[config.mk]
export PLATFORM = sky130hd
export DESIGN_NAME = product_accumulator
export DESIGN_NICKNAME = d
export VERILOG_FILES = /design/src/rtl/product_accumulator_pkg.sv /design/src/rtl/product_accumulator_sat_adder.sv /design/src/rtl/product_accumulator.sv
export SDC_FILE = /design/constraint.sdc
export NUM_CORES = 1
export LEC_CHECK = 0
export BUFFER_PORTS_ARGS = -buffer_cell sky130_fd_sc_hd__buf_4
export CORE_ASPECT_RATIO = 1.4
export CORE_MARGIN = 5
export CORE_UTILIZATION = 50
export CTS_BUF_LIST = sky130_fd_sc_hd__clkbuf_8
export DETAILED_ROUTE_END_ITERATION = 10
export PLACE_DENSITY = 0.72
export SLEW_MARGIN = 20
export SYNTH_ARGS = -nofsm -noshare
export SYNTH_HDL_FRONTEND = slang
export SYNTH_HIERARCHICAL = 1
export SYNTH_SLANG_ARGS = --single-unit
[constraint.sdc]
create_clock -name clk -period 5.8 [get_ports clk]
set_input_delay 0 -clock clk [delete_from_list [all_inputs] [get_ports clk]]
set_output_delay 0 -clock clk [all_outputs]
set_load 0.01 [all_outputs]
[src/rtl/product_accumulator_pkg.sv]
// Shared types and constants for the product accumulator: FSM states,
// default operand/guard widths, accumulator width and term-count limit.
package product_accumulator_pkg;

    typedef enum logic [1:0] {
        S_IDLE,
        S_ACCUM,
        S_HOLD
    } state_t;

    localparam int N_DEFAULT     = 32;
    localparam int G_DEFAULT     = 8;
    localparam int ACC_W_DEFAULT = 2 * N_DEFAULT + G_DEFAULT;

    localparam int             CNT_W   = 8;
    localparam logic [CNT_W-1:0] CNT_MAX = 8'd255;

    function automatic int acc_width(input int n, input int g);
        return 2 * n + g;
    endfunction

endpackage

[src/rtl/product_accumulator_sat_adder.sv]
// W-bit signed adder that clamps to the W-bit two's-complement range.
// Purely combinational; clamp_o flags that the true sum was out of range.
module sat_adder #(
    parameter int W = 8
) (
    input  logic [W-1:0] a_i,
    input  logic [W-1:0] b_i,
    output logic [W-1:0] sum_o,
    output logic         clamp_o
);

    logic [W:0] full_sum;

    // One extra bit holds the exact sum; top two bits differing means out of range.
    assign full_sum = {a_i[W-1], a_i} + {b_i[W-1], b_i};
    assign clamp_o  = full_sum[W] ^ full_sum[W-1];

    always_comb begin
        sum_o = full_sum[W-1:0];
        if (clamp_o) begin
            sum_o = full_sum[W] ? {1'b1, {(W-1){1'b0}}} : {1'b0, {(W-1){1'b1}}};
        end
    end

endmodule

[src/rtl/product_accumulator.sv]
// Saturating accumulator of signed multiplier products; result presented one
// cycle after the last beat and held (in_ready low) until out_ready or clear.
module product_accumulator
    import product_accumulator_pkg::*;
#(
    parameter int N = N_DEFAULT,
    parameter int G = G_DEFAULT
) (
    input  logic                 clk,
    input  logic                 rst_n,
    input  logic                 in_valid,
    output logic                 in_ready,
    input  logic [2*N-1:0]       product,
    input  logic                 overflow,
    input  logic                 in_last,
    input  logic                 clear,
    output logic                 out_valid,
    input  logic                 out_ready,
    output logic [2*N+G-1:0]     acc_out,
    output logic [CNT_W-1:0]     term_count,
    output logic                 sat,
    output logic                 ovf
);

    localparam int ACC_W = acc_width(N, G);

    state_t             state_q, state_d;
    logic [ACC_W-1:0]   acc_q, acc_d;
    logic [CNT_W-1:0]   cnt_q, cnt_d;
    logic               sat_q, sat_d;
    logic               ovf_q, ovf_d;

    logic [ACC_W-1:0]   prod_ext;
    logic [ACC_W-1:0]   acc_base;
    logic [ACC_W-1:0]   sum;
    logic               clamp;
    logic               accept;

    assign prod_ext = ACC_W'($signed(product));
    assign acc_base = (state_q == S_IDLE) ? '0 : acc_q;

    sat_adder #(.W(ACC_W)) u_sat_adder (
        .a_i     (acc_base),
        .b_i     (prod_ext),
        .sum_o   (sum),
        .clamp_o (clamp)
    );

    always_comb begin
        state_d   = state_q;
        acc_d     = acc_q;
        cnt_d     = cnt_q;
        sat_d     = sat_q;
        ovf_d     = ovf_q;
        // Ready drops combinationally with clear and reset so a beat is never taken then.
        in_ready  = rst_n && !clear && (state_q != S_HOLD);
        out_valid = (state_q == S_HOLD);
        accept    = in_valid && in_ready;

        if (clear) begin
            state_d = S_IDLE;
            acc_d   = '0;
            cnt_d   = '0;
            sat_d   = 1'b0;
            ovf_d   = 1'b0;
        end else begin
            case (state_q)
                S_IDLE, S_ACCUM: begin
                    if (accept) begin
                        acc_d   = sum;
                        cnt_d   = (cnt_q == CNT_MAX) ? cnt_q : cnt_q + 8'd1;
                        sat_d   = sat_q | clamp;
                        ovf_d   = ovf_q | overflow;
                        state_d = in_last ? S_HOLD : S_ACCUM;
                    end
                end
                S_HOLD: begin
                    if (out_ready) begin
                        state_d = S_IDLE;
                        acc_d   = '0;
                        cnt_d   = '0;
                        sat_d   = 1'b0;
                        ovf_d   = 1'b0;
                    end
                end
                default: begin
                    state_d = S_IDLE;
                    acc_d   = '0;
                    cnt_d   = '0;
                    sat_d   = 1'b0;
                    ovf_d   = 1'b0;
                end
            endcase
        end
    end

    always_ff @(posedge clk) begin
        if (!rst_n) begin
            state_q <= S_IDLE;
            acc_q   <= '0;
            cnt_q   <= '0;
            sat_q   <= 1'b0;
            ovf_q   <= 1'b0;
        end else begin
            state_q <= state_d;
            acc_q   <= acc_d;
            cnt_q   <= cnt_d;
            sat_q   <= sat_d;
            ovf_q   <= ovf_d;
        end
    end

    assign acc_out    = acc_q;
    assign term_count = cnt_q;
    assign sat        = sat_q;
    assign ovf        = ovf_q;

endmodule

==> run_summary.xml <==
<?xml version="1.0" encoding="UTF-8"?>
<metrics>
  <group name="run_status">
    <metric name="status" unit="">finished, final reports clean</metric>
  </group>
  <group name="global_routing">
    <metric name="first_global_vias" unit="">9155</metric>
    <metric name="grt.overflow.total" unit="">0</metric>
    <metric name="number_of_antenna_violations_at_the_first_check_in_global_routing" unit="">0</metric>
    <metric name="first_pass_grt_wire_length" unit="mm">43.90</metric>
    <metric name="grtUsageTotal" unit="">0.2593</metric>
    <metric name="grt_start_max_net_pins" unit="">85</metric>
  </group>
  <group name="clocking">
    <metric name="cts_resized" unit="">0</metric>
    <metric name="worstSkewPairLatency" unit="ns">0.40</metric>
    <metric name="cts-htree-levels" unit="">3</metric>
    <metric name="tritoncts" unit="">yes</metric>
    <metric name="postCtsHoldBufs" unit="">6</metric>
    <metric name="cts.path.max_buffers" unit="">2</metric>
    <metric name="clockRootBuffer" unit="">sky130_fd_sc_hd__clkbuf_8</metric>
    <metric name="clock_sink_count" unit="">84</metric>
    <metric name="postCtsSetupBuffers" unit="">0</metric>
    <metric name="cts.clk_slew.worst_paths" unit="ns">0.11</metric>
    <metric name="tritoncts.num_buffers" unit="">9</metric>
  </group>
  <group name="layout">
    <metric name="insertedDiodeCount" unit="">0</metric>
    <metric name="area.sequential" unit="µm²">1683</metric>
    <metric name="drive_gt1_frac" unit="">0.1736</metric>
    <metric name="most-common-layout-cells" unit="">sky130_fd_sc_hd__a21oi_1, sky130_fd_sc_hd__buf_4, sky130_fd_sc_hd__nand2_1</metric>
    <metric name="multi_input_area" unit="µm²">6764</metric>
    <metric name="finalCoreUtilization" unit="">0.5940</metric>
    <metric name="mostFrequentLayoutCell" unit="">sky130_fd_sc_hd__a21oi_1</metric>
    <metric name="final_nets" unit="">1471</metric>
    <metric name="flow.area_growth_from_synthesis" unit="%">16.50</metric>
    <metric name="fill_cells" unit="">1696</metric>
  </group>
  <group name="setup_path">
    <metric name="r2r_start" unit="">state_q[0]</metric>
    <metric name="crit_fanout" unit="">44</metric>
    <metric name="arrival" unit="ns">5.23</metric>
    <metric name="worst_r2r_path_depth" unit="">18</metric>
    <metric name="cp_data_required_time" unit="ns">6.13</metric>
    <metric name="timing.critical_path.to_type" unit="">register</metric>
    <metric name="crit_path_start_kind" unit="">register</metric>
    <metric name="r2r_slack" unit="ns">0.90</metric>
    <metric name="startpoint_to_endpoint_class_of_the_critical_path" unit="">register to register</metric>
    <metric name="reg2reg_to" unit="">acc_out[67]</metric>
  </group>
  <group name="yosys">
    <metric name="synthesis_warning_total" unit="">6</metric>
    <metric name="synthFlopType" unit="">sky130_fd_sc_hd__dfxtp_1</metric>
    <metric name="cell_variety_after_synth" unit="">74</metric>
    <metric name="gate_count_post_synth" unit="">1227</metric>
    <metric name="number_of_synthesized_register_bits" unit="">84</metric>
    <metric name="avgSynthCellArea" unit="µm²">7.260</metric>
    <metric name="yosysSeqAreaShare" unit="">0.1888</metric>
    <metric name="post_synth_instance_area" unit="µm²">8909</metric>
    <metric name="synth.net_count" unit="">1372</metric>
    <metric name="synth-edff-count" unit="">0</metric>
    <metric name="asyncSetResetFlopFracSynth" unit="">0</metric>
  </group>
  <group name="die">
    <metric name="start_util" unit="">0.5098</metric>
    <metric name="die_area" unit="µm²">20620</metric>
    <metric name="core_box_area" unit="µm²">17470</metric>
    <metric name="floorplan.io_pins" unit="">155</metric>
    <metric name="die_height" unit="µm">167.9</metric>
    <metric name="placementRows" unit="">57</metric>
    <metric name="die_width" unit="µm">122.8</metric>
  </group>
  <group name="power">
    <metric name="irDropWorstVdd" unit="mV">0.08719</metric>
    <metric name="internal_power_consumption" unit="W">0.0008898</metric>
    <metric name="clock_power_share" unit="">0.322</metric>
    <metric name="relative_contribution_of_combinational_cells_to_total_power" unit="">0.246</metric>
    <metric name="pwr_density_cell" unit="nW/µm²">132.0</metric>
    <metric name="share_seq_of_total_power" unit="">0.432</metric>
    <metric name="totalPowerFinal" unit="W">0.001370</metric>
    <metric name="p_sw_frac" unit="">0.3507</metric>
    <metric name="switchingPower" unit="W">0.0004807</metric>
    <metric name="total_leakage_power" unit="nW">4.207</metric>
  </group>
  <group name="timing">
    <metric name="worst_slew_pin_slew" unit="ns">1.096</metric>
    <metric name="rsz0062_at_grt" unit="">false</metric>
    <metric name="achievable-frequency" unit="GHz">0.2042</metric>
    <metric name="finalSetupViolations" unit="">0</metric>
    <metric name="slew_headroom" unit="">0.2690</metric>
    <metric name="timing.setup.tns" unit="ns">0</metric>
    <metric name="drv_slew" unit="">0</metric>
    <metric name="clock_skew" unit="ns">0.01944</metric>
    <metric name="finalWorstPathRequiredPeriod" unit="ns">4.898</metric>
    <metric name="final_hold_viol_count" unit="">0</metric>
    <metric name="period_share" unit="">0.8445</metric>
  </group>
  <group name="min_path">
    <metric name="worst_hold_path_type" unit="">input pin to register</metric>
    <metric name="worst_hold_path_stage_count" unit="">4</metric>
    <metric name="hold_end" unit="">term_count[4]</metric>
    <metric name="min-delay-start" unit="">rst_n</metric>
  </group>
  <group name="route">
    <metric name="drcViolationCount" unit="">0</metric>
    <metric name="antenna_violating_nets_post_route" unit="">0</metric>
    <metric name="initial_drc_count" unit="">660</metric>
    <metric name="route.vias.total" unit="">9336</metric>
    <metric name="routed_wirelength" unit="mm">27.28</metric>
    <metric name="routed_wire_length_per_instance" unit="µm">17.41</metric>
    <metric name="drt-pass1-iter-count" unit="">5</metric>
    <metric name="viasPerCell" unit="">5.958</metric>
  </group>
  <group name="run">
    <metric name="maxCapViolations" unit="">0</metric>
  </group>
  <group name="placement">
    <metric name="hpwl" unit="mm">19.98</metric>
    <metric name="place.gp.congestion" unit="">0.9602</metric>
    <metric name="io_buffers" unit="">154</metric>
  </group>
</metrics>
-- power by group through the flow --
stage	clock network [W]	logic (W)	registers, W
after floorplan	0	0.000220	0.000607
after global placement	0	0.000329	0.000605
after detailed placement	0	0.000331	0.000605
after CTS	0.000455	0.000336	0.000592
after global routing	0.000476	0.000370	0.000593
final	0.000442	0.000337	0.000592
-- metrics by stage --
step | setup slack, ns | area (µm²) | cells | hold WS [ns]
2_1_floorplan | 1.282 | 8909 | 1227 | 0.1129
3_3_place_gp | 1.062 | 10130 | 1545 | 0.2146
3_5_place_dp | 1.022 | 10130 | 1545 | 0.2183
4_1_cts | 0.9820 | 10380 | 1567 | 0.02083
5_1_grt | 0.6530 | 10380 | 1567 | 0.05037
6_report | 0.9022 | 10380 | 1567 | 0.02385
-- layout make-up --
| type | count | share of cell area |
|---|---|---|
| tap | 236 | 0.02845 |
| multi-input combinational | 1032 | 0.6517 |
| clock inverter | 7 | 0.006510 |
| timing repair buffer | 172 | 0.1295 |
| inverter | 27 | 0.009765 |
| sequential | 84 | 0.1621 |
| clock buffer | 9 | 0.01193 |
-- how the worst max path moves through the flow --
stage	start	slack, ns	to	cells after the start
6_report	state_q[0]	0.90	acc_out[67]	18
5_1_grt	state_q[0]	0.65	acc_out[24]	17
4_1_cts	state_q[0]	0.98	acc_out[67]	18
3_5_place_dp	state_q[0]	1.02	acc_out[30]	17
3_3_place_gp	state_q[0]	1.06	acc_out[67]	18
2_1_floorplan	state_q[1]	1.28	acc_out[50]	19
-- cells by family after synthesis --
family,Yosys count,synth area share
buffers and inverters,111,0.05365
AND/OR/NAND/NOR,459,0.2781
flip-flops,84,0.1888
multiplexers,1,0.001124
AO/OA/AOI/OAI,429,0.3053
adder cells (fa/ha/maj),77,0.1081
XOR/XNOR,66,0.06489
-- sequential cells by signal, indices dropped and copies added (netlist names) --
name and flops:
acc_out 72, ovf 1, sat 1, state_q 2
term_count 8
-- worst max-delay path, cell delays in order, from the launching register on --
cell	delay [ns]
sky130_fd_sc_hd__dfxtp_1	0.37
sky130_fd_sc_hd__nor2_4	0.11
sky130_fd_sc_hd__buf_12	0.22
sky130_fd_sc_hd__nor2b_1	0.08
sky130_fd_sc_hd__ha_1	0.25
sky130_fd_sc_hd__fa_1	0.41
sky130_fd_sc_hd__a21o_1	0.22
sky130_fd_sc_hd__a221oi_1	0.61
sky130_fd_sc_hd__a2bb2oi_1	0.28
sky130_fd_sc_hd__o21ai_2	0.11
sky130_fd_sc_hd__a31oi_2	0.39
sky130_fd_sc_hd__o31ai_4	0.19
sky130_fd_sc_hd__a211oi_4	0.34
sky130_fd_sc_hd__o41a_1	0.21
sky130_fd_sc_hd__xor2_1	0.07
sky130_fd_sc_hd__buf_4	0.24
sky130_fd_sc_hd__o41ai_1	0.39
sky130_fd_sc_hd__nand3b_1	0.11
sky130_fd_sc_hd__a21oi_1	0.17
-- per-layer routing --
layer / routed length [µm] / GRT usage
met5: 0 / 0
met4: 899 / 0.1077
met3: 1247 / 0.03054
met2: 13970 / 0.4694
met1: 11160 / 0.3033
-- Yosys cell counts, drive strengths merged (5+ instances only) --
master	number	area, µm²
a21o	36	270.3
o21ai	73	369.1
a21boi	8	60.06
clkbuf	52	195.2
nand2	141	531.8
nand3b	75	563.0
nand4	29	181.4
ha	73	913.4
and3	8	50.05
o211ai	5	37.54
a21oi	212	1174
inv	27	101.4
xnor2	36	315.3
nor2	52	205.2
nand3	21	105.1
a211oi	10	87.58
o21a	14	106.4
o21bai	18	135.1
buf	32	181.4
nor3	17	85.08
a31oi	12	81.33
nor2b	76	475.5
xor2	30	262.8
dfxtp	84	1682
and2	9	56.30
o31ai	7	66.31
nand2b	10	62.56
(Power assumes the default switching activity.)
